==> config.mk <==
export PLATFORM = sky130hd
export DESIGN_NAME = gray_step_arb
export DESIGN_NICKNAME = d
export VERILOG_FILES = /design/src/rtl/gray_arb_pkg.sv /design/src/rtl/gray3_core.sv /design/src/rtl/gray_step_arb.sv
export SDC_FILE = /design/constraint.sdc
export NUM_CORES = 1
export LEC_CHECK = 0
export ABC_CLOCK_PERIOD_IN_PS = 3320
export BUFFER_PORTS_ARGS = -buffer_cell sky130_fd_sc_hd__buf_2
export CAP_MARGIN = 10
export CORE_AREA = 2 2 39 41
export DETAILED_ROUTE_END_ITERATION = 8
export DIE_AREA = 0 0 41 43
export GPL_TIMING_DRIVEN = 0
export PLACE_DENSITY_LB_ADDON = 0.12
export REMOVE_ABC_BUFFERS = 1
export SKIP_LAST_GASP = 1
export SYNTH_ARGS = -nofsm -noshare
export SYNTH_HDL_FRONTEND = slang
export SYNTH_HIERARCHICAL = 1
export SYNTH_SLANG_ARGS = --single-unit
==> constraint.sdc <==
create_clock -name Clk -period 3.32 [get_ports Clk]
set_clock_uncertainty 0.05 [all_clocks]
set_input_delay 0.332 -clock Clk [delete_from_list [all_inputs] [get_ports Clk]]
set_output_delay 0.332 -clock Clk [all_outputs]
set_load 0.01 [all_outputs]
==> src/rtl/gray_arb_pkg.sv <==
// -----------------------------------------------------------------------------
// gray_arb_pkg
// Shared definitions for the Gray-code step arbiter:
//   - state_t        : arbiter FSM state encoding (IDLE / RUN / DONE)
//   - GRAY_0..GRAY_7 : the 3-bit Gray sequence in stepping order
//   - CNT_W          : width of the remaining-step counter (holds 1..8)
//   - gray_succ()    : next code in the Gray sequence
//   - steps_to_count : maps a 3-bit step request to a counter load (0 -> 8)
// -----------------------------------------------------------------------------
package gray_arb_pkg;

    typedef enum logic [1:0] {
        ST_IDLE = 2'd0,
        ST_RUN  = 2'd1,
        ST_DONE = 2'd2
    } state_t;

    // A request of 0 means a full cycle of 8 steps, so the counter needs 4 bits.
    localparam int CNT_W = 4;

    // Gray sequence in stepping order: 0,1,3,2,6,7,5,4.
    localparam logic [2:0] GRAY_0 = 3'b000;
    localparam logic [2:0] GRAY_1 = 3'b001;
    localparam logic [2:0] GRAY_2 = 3'b011;
    localparam logic [2:0] GRAY_3 = 3'b010;
    localparam logic [2:0] GRAY_4 = 3'b110;
    localparam logic [2:0] GRAY_5 = 3'b111;
    localparam logic [2:0] GRAY_6 = 3'b101;
    localparam logic [2:0] GRAY_7 = 3'b100;

    function automatic logic [2:0] gray_succ(input logic [2:0] code);
        logic [2:0] nxt;
        case (code)
            GRAY_0:  nxt = GRAY_1;
            GRAY_1:  nxt = GRAY_2;
            GRAY_2:  nxt = GRAY_3;
            GRAY_3:  nxt = GRAY_4;
            GRAY_4:  nxt = GRAY_5;
            GRAY_5:  nxt = GRAY_6;
            GRAY_6:  nxt = GRAY_7;
            default: nxt = GRAY_0;
        endcase
        return nxt;
    endfunction

    function automatic logic [CNT_W-1:0] steps_to_count(input logic [2:0] steps);
        return (steps == 3'd0) ? CNT_W'(8) : CNT_W'(steps);
    endfunction

endpackage

==> src/rtl/gray3_core.sv <==
// -----------------------------------------------------------------------------
// gray3_core
// 3-bit Gray-code stepper. Advances one code per clock while En is high.
// Ports:
//   Clk   in   clock, all state on posedge
//   Reset in   synchronous active-high reset, Code -> 0
//   En    in   step enable
//   Code  out  current Gray code
//   Wrap  out  high on the cycle whose edge moves Code from 4 back to 0
// -----------------------------------------------------------------------------
module gray3_core
    import gray_arb_pkg::*;
(
    input  logic       Clk,
    input  logic       Reset,
    input  logic       En,
    output logic [2:0] Code,
    output logic       Wrap
);

    assign Wrap = En && (Code == GRAY_7);

    // NOTE: clocked state uses non-blocking assignments so every register
    // samples the pre-edge values, independent of statement order.
    always_ff @(posedge Clk) begin
        if (Reset) begin
            Code <= GRAY_0;
        end else if (En) begin
            Code <= gray_succ(Code);
        end
    end

endmodule

==> src/rtl/gray_step_arb.sv <==
// -----------------------------------------------------------------------------
// gray_step_arb
// Round-robin arbiter granting two requesters bursts of steps on a shared
// 3-bit Gray stepper. FSM: IDLE -> RUN (N steps) -> DONE (1 cycle) -> IDLE.
// Ports:
//   Clk      in   clock, all state on posedge
//   Reset    in   synchronous active-high reset
//   Req[1:0] in   request per requester
//   Steps0   in   step count for requester 0 (0 = 8), sampled at grant
//   Steps1   in   step count for requester 1 (0 = 8), sampled at grant
//   Gnt[1:0] out  one-hot grant, 00 when idle
//   Busy     out  high in RUN and DONE
//   Done     out  one-cycle pulse at burst completion
//   Code     out  current Gray code
//   Overflow out  sticky, set on the first 4 -> 0 wrap
// Build option:
//   GRAY_ARB_ABORT_EN : dropping the granted Req bit during RUN aborts the
//                       burst (Code frozen, back to IDLE, no Done pulse).
// -----------------------------------------------------------------------------
module gray_step_arb
    import gray_arb_pkg::*;
(
    input  logic       Clk,
    input  logic       Reset,
    input  logic [1:0] Req,
    input  logic [2:0] Steps0,
    input  logic [2:0] Steps1,
    output logic [1:0] Gnt,
    output logic       Busy,
    output logic       Done,
    output logic [2:0] Code,
    output logic       Overflow
);

    state_t           state_q, state_d;
    logic [1:0]       gnt_q, gnt_d;
    logic [CNT_W-1:0] cnt_q, cnt_d;
    logic             last_q, last_d;   // index of the requester served last
    logic             overflow_q;
    logic             step_en;
    logic             wrap;
    logic             pick;             // requester chosen by arbitration
    logic             abort;

    gray3_core u_core (
        .Clk   (Clk),
        .Reset (Reset),
        .En    (step_en),
        .Code  (Code),
        .Wrap  (wrap)
    );

    // On a tie the requester not served last wins.
    always_comb begin
        pick = 1'b0;
        case (Req)
            2'b01:   pick = 1'b0;
            2'b10:   pick = 1'b1;
            2'b11:   pick = ~last_q;
            default: pick = 1'b0;
        endcase
    end

`ifdef GRAY_ARB_ABORT_EN
    // gnt_q is one-hot in RUN, so masking Req with it isolates the granted bit.
    assign abort = (state_q == ST_RUN) && ((Req & gnt_q) == 2'b00);
`else
    assign abort = 1'b0;
`endif

    // NOTE: every output of this block gets a default first; without that a
    // path that skips an assignment would infer a latch.
    always_comb begin
        state_d = state_q;
        gnt_d   = gnt_q;
        cnt_d   = cnt_q;
        last_d  = last_q;
        step_en = 1'b0;
        case (state_q)
            ST_IDLE: begin
                if (Req != 2'b00) begin
                    state_d = ST_RUN;
                    gnt_d   = pick ? 2'b10 : 2'b01;
                    cnt_d   = steps_to_count(pick ? Steps1 : Steps0);
                    last_d  = pick;
                end
            end
            ST_RUN: begin
                if (abort) begin
                    // Pointer already moved at grant, so the aborted burst
                    // counts as served.
                    state_d = ST_IDLE;
                    gnt_d   = 2'b00;
                    cnt_d   = '0;
                end else begin
                    step_en = 1'b1;
                    cnt_d   = cnt_q - CNT_W'(1);
                    if (cnt_q == CNT_W'(1)) begin
                        state_d = ST_DONE;
                    end
                end
            end
            ST_DONE: begin
                // Always pass through IDLE, so no regrant on release.
                state_d = ST_IDLE;
                gnt_d   = 2'b00;
            end
            default: begin
                state_d = ST_IDLE;
                gnt_d   = 2'b00;
            end
        endcase
    end

    always_ff @(posedge Clk) begin
        if (Reset) begin
            state_q    <= ST_IDLE;
            gnt_q      <= 2'b00;
            cnt_q      <= '0;
            last_q     <= 1'b1;   // "last served = 1" makes requester 0 win the first tie
            overflow_q <= 1'b0;
        end else begin
            state_q    <= state_d;
            gnt_q      <= gnt_d;
            cnt_q      <= cnt_d;
            last_q     <= last_d;
            overflow_q <= overflow_q | wrap;
        end
    end

    assign Gnt      = gnt_q;
    assign Busy     = (state_q != ST_IDLE);
    assign Done     = (state_q == ST_DONE);
    assign Overflow = overflow_q;

endmodule

==> run metrics, run 1 <==
Mapped Area roughly 680 sq um; Post-synth ARST share 0; RSZ-0062 raised after global routing no; Setup Buffers After CTS 0; Max Freq approximately 0.66 GHz; Clock Latency Late Sink 280 ps; share of cells above drive strength 1 0.269; Die W between 40 and 50 microns; CP Capture Type register; Fin. Hold Viols 0; setup TNS 0 ps; worst-path fanout max 8; largest net degree at the start of global routing 15; top-count cell post-synth dfxtp_1; WP data required 3470 ps; power density over the cells 480 mW/mm^2; fin util 0.573; vias about 600; routed len/inst 11.7 microns; Total Routing Usage GR 0.190; post-DP HPWL 960 microns; Post-synth EDFFs 0; # resized after CTS 0; worst hold path type primary input to register; Tightest Pin Transition ~450 ps; Placement Rows 14; placed insts roughly 110; initial core utilization 0.489; cts-stage hold buffer count 0; Leakage between 0.3 and 0.4 nW; CTS tree yes; Most used DFF post-synth dfxtp_1; Bufs on Longest Clock Path 2; Slew HR 0.701; htree depth 1; Worst-path clk slew around 80 ps; Post-Layout Cell Count about 110; CTS buffer count 3; First-pass DRT Iterations 3; first-pass GRT wire length between 2000 and 2500 microns; Post-synth top cells dfxtp_1, nor2_1, a21oi_1; top cell type's share of synthesized area 0.384; Die Ht ~43 microns; Syn Inst Count 74; Vias per Instance ~5.4; sequential-to-total area share from yosys stat 0.384; crit path DAT about 1700 ps; ratio of final minimum period to clock period 0.456; Crit Path Category register to register; Layout fillers 140; Ports 18; total wire length between 1000 and 1500 microns; Sink Count 13; area of the core about 0.0014 sq mm; Netlist cell types 30; die area 0.00176 sq mm; initial antenna violation count 0; syn_area_per_cell 9.15 sq um; Area contributors post-synth dfxtp_1, nor2_1, mux2_1, mux2i_1, a21oi_1; DRC violations left 0; Port Buf Inserts 17; Final Net Count between 100 and 150; # setup viols final 0; ANT nets after route 0; number of DRC markers in iteration 0 6; Tot Pwr 0.381 mW; n_diodes 0; max_cap viols 0; CP Launch Type register; cell accounting for the most synthesized area dfxtp_1; GPL Wtd Cong between 0.7 and 0.8; status completed; Slew Viols, Final 0; Yosys reg bits 13; gr ovfl total 0; Area growth, synth to finish 17.2%; Syn. warnings 6; worst vdd ir approximately 270 uV; vias in the first global route between 500 and 600; CTS root buf clkbuf_4; worst hold slack roughly 330 ps; crit path time final 1510 ps
## state kept, by name, indices dropped and copies added (netlist names), named ones only
signal       count
Overflow         1
state_q          2
last_q           1
Gnt              2
u_core/Code      2
cnt_q            4
## cell usage in the layout, fill, tap and decap left out
cell type  instances
nor3b_1            2
o32ai_1            1
o21ai_0            1
a21oi_1            5
mux2i_1            3
nor2b_1            3
a31oi_1            2
a2111oi_1          1
nor4_1             2
a221o_1            1
nor2_1             9
nand2b_2           1
o32ai_2            1
dfxtp_1           13
buf_2             17
a21boi_4           1
mux2_1             3
clkbuf_1           1
clkbuf_4           3
a311oi_1           1
nand3_1            2
nand2b_1           2
inv_1              3
o21ai_1            1
ha_1               2
or3_1              1
nor3_1             3
nand2_1            4
nor4_2             1
xnor2_1            2
inv_2              1
## final cells by class
| cell class | instances | area (sq um) | share of cell area |
|---|---|---|---|
| multi-input combinational | 55 | 387 | 0.487 |
| sequential | 13 | 260 | 0.328 |
| timing repair buffer | 17 | 85.1 | 0.107 |
| clock buffer | 4 | 26.3 | 0.0331 |
| tap | 16 | 20.0 | 0.0252 |
| inverter | 4 | 15.0 | 0.0189 |
## through the flow
stage / worst slack, ps / cell area [sq um]
final: 1810 / 793
after global routing: 1710 / 793
after CTS: 1800 / 793
after detailed placement: 1800 / 767
after global placement: 1830 / 767
after floorplan: 1970 / 662
## worst max-delay path, cell delays in order, from the launching register on
cell and delay, ps:
dfxtp_1 410, nand2b_1 330, inv_2 150, or3_1 380, o32ai_2 120
## power by group
part,total (mW),switching [mW],internal (mW)
Clock,0.0997,0.0530,0.0466
Combinational,0.0940,0.0508,0.0431
Sequential,0.187,0.0159,0.171
Total,0.381,0.120,0.261
## cells by family after synthesis
| kind of cell | synth area share |
|---|---|
| AND/OR/NAND/NOR | 0.237 |
| AO/OA/AOI/OAI | 0.177 |
| flip-flops | 0.384 |
| buffers and inverters | 0.0443 |
| multiplexers | 0.0943 |
| XOR/XNOR | 0.0259 |
| adder cells (fa/ha/maj) | 0.0370 |
## routing by layer
metal | vias up | wire [microns] | GRT usage
met5 | - | 0 | 0
met4 | 0 | 29 | 0.120
met3 | 4 | 70 | 0.0314
met2 | 17 | 570 | 0.303
met1 | 261 | 607 | 0.222
li1 | 308 | - | -
## final timing paths
check / cells past startpoint / endpoint / slack [ps] / from
max: 4 / cnt_q[3]$_SDFFE_PP0P_ / 1810 / state_q[1]$_SDFFE_PP0P_
min: 2 / u_core/Code[0]$_SDFFE_PP0P_ / 330 / Reset
max reg2reg: 4 / cnt_q[3]$_SDFFE_PP0P_ / 1810 / state_q[1]$_SDFFE_PP0P_
min reg2reg: 2 / Overflow$_SDFF_PP0_ / 420 / Overflow$_SDFF_PP0_
Note: power is estimated with default switching activity, not from simulation.
==> inputs of run 2 (changes only) <==
ABC_CLOCK_PERIOD_IN_PS = 1300   (was 3320)
CORE_AREA = unset   (was 2 2 39 41)
CORE_UTILIZATION = 44   (was unset)
DIE_AREA = unset   (was 0 0 41 43)
clock period = 1.3 ns   (was 3.32 ns; I/O delays follow)
==> run metrics, run 2 (synthesis gave the netlist of run 1 again) <==
commonest non-fill, non-tap cell in the layout buf_2; met1 usage 0.212; Final Net Count approximately 110; most frequent cells in the layout buf_2, dfxtp_1, nor2_1; GPL Wtd Cong between 0.7 and 0.8; RSZ-0062 raised after global routing yes; Fin. Hold Viols 0; Max Freq a little under 0.8 GHz; Vias per Instance roughly 5.5; htree depth 1; worst path cell trace inv_1 > ha_1 > nor3b_1 > o32ai_2 > a21oi_1; gr ovfl total 0; status completed; routed len/inst 13.7 microns; Crit Path Category register to register; Sink Count 13; Clk pwr share 0.254; # setup viols final 0; Post-Layout Cell Count 111; Bufs on Longest Clock Path 2; switching power roughly 0.34 mW; Die W roughly 40 microns; Slew HR 0.792; First-pass DRT Iterations 4; max_cap viols 0; most flop-heavy register cnt_q; Worst-path clk slew roughly 90 ps; first-pass GRT wire length 2260 microns; n_diodes 0; setup ws final between 15 and 20 ps; crit-path max cell delay around 370 ps; initial antenna violation count 0; WP data required approximately 1400 ps; post-DP HPWL 1050 microns; largest net degree at the start of global routing 15; max reg flops 4; CTS tree yes; gr busiest metal met2; worst slack, placed -229 ps; CTS buffer count 3; die area 0.00170 sq mm; power density over the cells ~1200 mW/mm^2; vias approximately 610; vias in the first global route between 500 and 600; sequential share of power 0.471; Leakage ~0.37 nW; cts-stage hold buffer count 0; total wire length 1520 microns; Tightest Pin Transition slightly above 300 ps; Clock Latency Late Sink roughly 290 ps; crit path DAT about 1400 ps; met2 Use GR 0.406; Die Ht a little over 40 microns; CP Launch Type register; crit path time final around 1300 ps; worst hold slack roughly 150 ps; Placement Rows 13; share of cells above drive strength 1 0.417; Area growth, synth to finish 27.4%; Ports 18; Port Buf Inserts 17; ANT nets after route 0; Slowest-stage cell, CP dfxtp_2; worst vdd ir 865 uV; area of the core ~0.0014 sq mm; Total Routing Usage GR 0.216; ratio of final minimum period to clock period 0.985; CTS root buf clkbuf_4; DRC violations left 0; worst hold path type primary input to register; sw frac 0.331; Comb pwr share 0.276; GRT met3 Usage 0.0978; Pint ~0.69 mW; number of DRC markers in iteration 0 9; CP Capture Type register; Slew Viols, Final 0; worst-path fanout max 4; placed insts between 100 and 150; initial core utilization 0.495
==> run 2: cell types whose count changed in the layout (fill, tap and decap cells not counted), sizes merged <==
cell,before,now
clkbuf,4,3
buf,17,20
clkinv,0,1
==> run 2: final cells by class <==
| class | instances | area [sq um] |
|---|---|---|
| Fill cell | 119 | 504 |
| Multi-Input combinational cell | 55 | 422 |
| Sequential cell | 13 | 269 |
| Timing Repair Buffer | 20 | 108 |
| Clock buffer | 3 | 22.5 |
| Tap cell | 15 | 18.8 |
| Inverter | 4 | 17.5 |
| Clock inverter | 1 | 5.00 |
==> run 2: timing repair <==
item,in CTS,in global routing
pin swaps,3,1
gates resized for setup,11,4
setup buffers,1,2
setup endpoints to repair,5,3
==> run 2: per-layer routing <==
| metal | part of all wire | routed length (microns) |
|---|---|---|
| met5 | 0 | 0 |
| met4 | 0.0059 | 9 |
| met3 | 0.057 | 86 |
| met2 | 0.51 | 775 |
| met1 | 0.43 | 647 |
==> run 2: per-stage QoR <==
step                power (mW)  cell area [sq um]  utilization  TNS [ps]
finish                    1.04                862        0.631         0
floorplan                0.653                662            -     -50.0
CTS                       1.02                836        0.612     -9.72
detailed placement       0.736                766        0.560      -561
global route              1.10                862        0.631     -69.5
global placement         0.724                766        0.560      -449
==> run 2: critical path, delay by kind of cell, from the launching register on <==
family                   cells  cell delay, ps
adder cells (fa/ha/maj)      1             210
AND/OR/NAND/NOR              1             150
AO/OA/AOI/OAI                2             320
flip-flops                   1             370
buffers and inverters        1              60
==> run 2: worst paths after layout <==
path	startpoint	end	slack, ps	cells past startpoint
max	cnt_q[0]$_SDFFE_PP0P_	cnt_q[2]$_SDFFE_PP0P_	20	5
min	Reset	u_core/Code[0]$_SDFFE_PP0P_	150	2
max reg2reg	cnt_q[0]$_SDFFE_PP0P_	cnt_q[2]$_SDFFE_PP0P_	20	5
min reg2reg	Overflow$_SDFF_PP0_	Overflow$_SDFF_PP0_	420	2
==> run 2: power groups by stage <==
stage,sequential [mW],combinational (mW),clock (mW)
2_1_floorplan,0.487,0.166,0
3_3_place_gp,0.486,0.238,0
3_5_place_dp,0.489,0.247,0
6_report,0.488,0.286,0.263
5_1_grt,0.495,0.311,0.293
4_1_cts,0.487,0.269,0.269
